`src/rtl/ppu_writer.sv`:
```
// rtl/ppu_writer.sv - queued PPU table writer that drains committed commands during vertical blanking
module ppu_writer #(
    parameter int DEPTH = 16,
    parameter int CNT_W = 5
) (
    input  logic        clk,
    input  logic        reset,
    input  logic        cmd_valid,
    output logic        cmd_ready,
    input  logic [11:0] cmd_address,
    input  logic [31:0] cmd_data,
    input  logic        commit,
    input  logic        vblank,
    output logic        chipselect,
    output logic        write,
    output logic [11:0] address,
    output logic [31:0] writedata,
    output logic        busy,
    output logic        drop_err
);
    localparam int PTR_W = $clog2(DEPTH);

    typedef enum logic [1:0] {IDLE, WAIT_VB, DRAIN} state_t;

    logic [43:0]      fifo_q [DEPTH];
    logic [PTR_W-1:0] wr_ptr_q, wr_ptr_d, rd_ptr_q, rd_ptr_d;
    logic [CNT_W-1:0] count_q, count_d, pending_q, pending_d;
    state_t           state_q, state_d;
    logic             chipselect_q, chipselect_d;
    logic             write_q, write_d;
    logic [11:0]      address_q, address_d;
    logic [31:0]      writedata_q, writedata_d;
    logic             busy_q, busy_d;
    logic             drop_err_q, drop_err_d;

    logic        push, pop, head_drop;
    logic [43:0] head;

    assign cmd_ready  = (count_q != CNT_W'(DEPTH));
    assign push       = cmd_valid && cmd_ready;
    assign pop        = (state_q == DRAIN) && vblank && (pending_q != '0);
    assign head       = fifo_q[rd_ptr_q];
    assign head_drop  = (head[43:42] == 2'b11);

    always_ff @(posedge clk) begin
        if (push) begin
            fifo_q[wr_ptr_q] <= {cmd_address, cmd_data};
        end
    end

    always_comb begin
        wr_ptr_d     = wr_ptr_q + PTR_W'(push);
        rd_ptr_d     = rd_ptr_q + PTR_W'(pop);
        count_d      = count_q + CNT_W'(push) - CNT_W'(pop);
        // A commit releases everything present after this cycle's push/pop.
        pending_d    = commit ? count_d : (pending_q - CNT_W'(pop));
        chipselect_d = pop && !head_drop;
        write_d      = pop && !head_drop;
        address_d    = (pop && !head_drop) ? head[43:32] : address_q;
        writedata_d  = (pop && !head_drop) ? head[31:0]  : writedata_q;
        busy_d       = (pending_d != '0) || (pop && !head_drop);
        drop_err_d   = drop_err_q || (pop && head_drop);
        state_d      = state_q;
        case (state_q)
            IDLE:    if (pending_q != '0) state_d = WAIT_VB;
            WAIT_VB: if (vblank) state_d = DRAIN;
            DRAIN: begin
                if (pending_d == '0)  state_d = IDLE;
                else if (!vblank)     state_d = WAIT_VB;
            end
            default: state_d = IDLE;
        endcase
    end

    always_ff @(posedge clk or posedge reset) begin
        if (reset) begin
            wr_ptr_q     <= '0;
            rd_ptr_q     <= '0;
            count_q      <= '0;
            pending_q    <= '0;
            state_q      <= IDLE;
            chipselect_q <= 1'b0;
            write_q      <= 1'b0;
            address_q    <= '0;
            writedata_q  <= '0;
            busy_q       <= 1'b0;
            drop_err_q   <= 1'b0;
        end else begin
            wr_ptr_q     <= wr_ptr_d;
            rd_ptr_q     <= rd_ptr_d;
            count_q      <= count_d;
            pending_q    <= pending_d;
            state_q      <= state_d;
            chipselect_q <= chipselect_d;
            write_q      <= write_d;
            address_q    <= address_d;
            writedata_q  <= writedata_d;
            busy_q       <= busy_d;
            drop_err_q   <= drop_err_d;
        end
    end

    assign chipselect = chipselect_q;
    assign write      = write_q;
    assign address    = address_q;
    assign writedata  = writedata_q;
    assign busy       = busy_q;
    assign drop_err   = drop_err_q;
endmodule
```
`config.mk`:
```
export PLATFORM = sky130hd
export DESIGN_NAME = ppu_writer
export DESIGN_NICKNAME = d
export VERILOG_FILES = /design/src/rtl/ppu_writer.sv
export SDC_FILE = /design/constraint.sdc
export NUM_CORES = 1
export LEC_CHECK = 0
export BUFFER_PORTS_ARGS = -buffer_cell sky130_fd_sc_hd__buf_4
export CORE_MARGIN = 2
export CORE_UTILIZATION = 56
export DETAILED_ROUTE_END_ITERATION = 16
export HOLD_SLACK_MARGIN = 0.03
export PLACE_DENSITY = 0.82
export SYNTH_ARGS = -nofsm -noshare
export SYNTH_HDL_FRONTEND = slang
export SYNTH_SLANG_ARGS = --single-unit
```
`constraint.sdc`:
```
create_clock -name clk -period 4.5 [get_ports clk]
set_input_delay 0.9 -clock clk [delete_from_list [all_inputs] [get_ports clk]]
set_output_delay 0.9 -clock clk [all_outputs]
set_load 0.05 [all_outputs]
```
==> impl_results.md <==
- Largest net degree at the start of global routing: about 110
- Slew Limit Fails: 0
- Top FF cell, synth: edfxtp_1
- PortBufs: 97
- Worst clock skew: 0.02447 ns
- R2R depth: 13
- Layout cells sized above 1: 0.3542
- I/O pins: around 100
- Hold Path Class: in2async
- Static Leak: 0.01088 uW
- CTS clock-pin slew for the worst setup and hold paths: 0.06 ns
- Max H-tree Level: 3
- Pwr Total: approximately 21000 uW
- Avg Inst Size Synth: approximately 24 sq um
- Die X: ~230 microns
- Core area: 52340 sq um
- Vias/cell: 6.344
- Switching Share: 0.3060
- Data required time of the worst path: 4.96 ns
- Dpl ws: 0.7701 ns
- Vias post-DR: 13320
- Syn Nets: around 1300
- Fin area: ~33000 sq um
- Worst slew pin tran: between 1 and 1.5 ns
- Final setup fails: 0
- Fillcell total: 3214
- Initial antenna violation count: 3
- Hold Vio Cnt, Final: 0
- Full die area: roughly 54000 sq um
- Area after DPL: 31200 sq um
- Clock power share: 0.275
- Mapped Cells: about 1200
- Hold Buf Count CTS: 0
- Clock Tree Buf Depth: 3
- Setup crit end kind: flop
- Yosys warnings: 0
- Critical Path AT: 4.06 ns
- Top Family by Delay on Critical Path: compound AO/OA/AOI/OAI gates
- DR DRC count: 0
- Ys async rst share: 0.08690
- WL final: about 64000 microns
- Total gr overflow: 0
- Clk_lat worst skew: between 0.6 and 0.7 ns
- Max cap viols: 0
- Combinational fraction of design power: 0.284
- Net Sw Power: 6571 uW
- Synthesized flop and latch total: between 700 and 800
- Reg2reg start: pending_q[2]$_DFF_PP0_
- Critical path fanouts, max: 6
- Kind of critical path: reg2reg
- Critical path destination: state_q[0]$_DFFE_PP0P_
- GPL Wtd Cong: 0.7936
- Clock Sinks: 771
- Rows: 84
- Global-route wire length before repair: between 90000 and 100000 microns
- Initial Util: 0.5632
- Slowest stage cell, crit path: a2111oi_0
- Internal power: 14900 uW
- CP startpoint kind: flop
- Setup TNS: 0 ns
- Number of synthesized flops with an enable pin: 704
- Period Utilization, post-route: 0.8012
- Reg2Reg Setup Slack: 0.89 ns
- DIE HEIGHT: 233.4 microns
- Cell chain of the critical path: nor4_1 > nand2_1 > nand3_1 > inv_1 > ha_1 > inv_1 > ha_1 > fa_1 > a21oi_1 > o21bai_1 > xnor2_1 > a2111oi_0 > o211ai_1
- Setup repair bufs after CTS: 0
- FMAX: around 0.28 GHz
- Layout Nets: 1409
- Crit-path max cell delay: 0.63 ns
- Final setup margin: 0.8944 ns
- Clock period minus worst slack: around 3.6 ns
- Worst path buffer plus inverter count: 2
- RSZ-0062 raised after global routing: false
- Cell Area, Synth: 29480 sq um
- Post-synth cell types: 47
- DR pass1 iterations: 5
- Core Util, Final: 0.6398
- Sequential power share: 0.441
- Post-synthesis sequential area ratio: 0.7741
- Antenna-violating nets left: 0
- Vias in the first global route: 14130
- Worst Setup SP: pending_q[2]$_DFF_PP0_
- Status: finished, final reports clean
- Initial DRC count: between 1500 and 2000
- Max transition margin: 0.3182
- Total CTS buffers: 74
- Routed WL per cell: 30.41 microns
- CP Depth: 13
- Root Buffer: clkbuf_16
- CTS tree: done
- Layout area overhead: 13.60%
- HPWL Detailed: ~32000 microns
- Pwr per Cell Area: 641.2 nW/um^2
- GRT Total Usage: 0.2401
- CTS resizes: 0
- RR Endpoint: state_q[0]$_DFFE_PP0P_
- VDD IR max: 0.5096 mV
==> layout make-up <==
class	instances	area (sq um)	area share
repair buffers	124	1144	0.03415
flip-flops and latches	771	22830	0.6818
well taps	688	860.8	0.02571
multi-input cells	360	6301	0.1882
clock buffers	106	2043	0.06102
diodes	2	5.005	0.0001495
inverters	16	61.31	0.001831
clock inverters	32	241.5	0.007211
==> Yosys cell counts (all sizes together) (2+ instances only) <==
cell,n,area (sq um)
edfxtp,704,21140
mux4,218,4947
dfrtp,67,1677
mux2,42,514.2
buf,33,330.3
clkbuf,23,86.33
nor2,19,71.32
inv,16,60.05
ha,12,150.1
nand2,10,37.54
nand3,8,45.04
xnor2,6,52.55
xor2,6,52.55
a21oi,5,36.29
nor2b,4,25.02
nor3,4,20.02
a22oi,2,15.01
dlygate4sd1,2,17.52
nand2b,2,12.51
nand3b,2,15.01
nor3b,2,15.01
o21ai,2,10.00
o22a,2,17.52
==> logic make-up after synthesis <==
family,synth area share
fa+ha+maj,0.005773
xor+xnor,0.003565
compound gates,0.005221
buf+inv,0.01677
flops,0.7741
mux,0.1856
simple gates,0.008999
==> placed cells by master, fill, tap and decap left out, drive strengths merged, types with 2 or more instances in the layout <==
cell    instances
buf           124
xor2            6
o22a            2
nand2          10
nor2           19
nand2b          2
clkbuf        106
mux4          218
dfrtp          67
ha             12
diode           2
a21oi           5
nor3            4
nand3           8
edfxtp        704
clkinv         27
inv            19
mux2           42
nor3b           2
bufinv          2
a22oi           2
nor2b           4
o21ai           2
nand3b          2
xnor2           6
==> power groups by stage <==
stage	Sequential (uW)	Clock [uW]	Combinational (uW)
floorplan	9920	0	4030
global route	9550	6230	6420
CTS	9460	5980	6170
global placement	9490	0	5970
finish	9470	5900	6100
detailed placement	9560	0	6100
==> flip-flops by register name, summed over array words and instances, names as in the netlist, 2 cells and up <==
register and flops:
rd_ptr_q 4, fifo_q 704, count_q 5, pending_q 5, writedata 32, address 12, state_q 2, wr_ptr_q 4
==> worst min path at each step <==
stage                                   start                   endpoint  slack (ns)  cells past startpoint
global route        writedata[23]$_DFFE_PP0P_  writedata[23]$_DFFE_PP0P_        0.52                      1
CTS                                     reset  writedata[21]$_DFFE_PP0P_        0.50                      2
detailed placement  writedata[23]$_DFFE_PP0P_  writedata[23]$_DFFE_PP0P_        0.50                      1
finish                                  reset       count_q[3]$_DFF_PP0_        0.49                      2
floorplan               rd_ptr_q[1]$_DFF_PP0_      rd_ptr_q[1]$_DFF_PP0_        0.47                      1
global placement     writedata[0]$_DFFE_PP0P_   writedata[0]$_DFFE_PP0P_        0.49                      1
==> layer usage <==
layer	vias up	global-route usage	wire length, microns
li1	5420	-	-
met1	7046	0.3144	23580
met2	699	0.4014	33070
met3	150	0.04797	5152
met4	2	0.09454	2028
met5	-	0	7
==> through the flow <==
stage,cells,hold slack [ns]
floorplan,1205,0.4731
global placement,1959,0.4944
global route,2099,0.5213
detailed placement,1959,0.4975
finish,2099,0.4922
CTS,2097,0.5003
No activity file was read; power rests on OpenSTA's default activity.
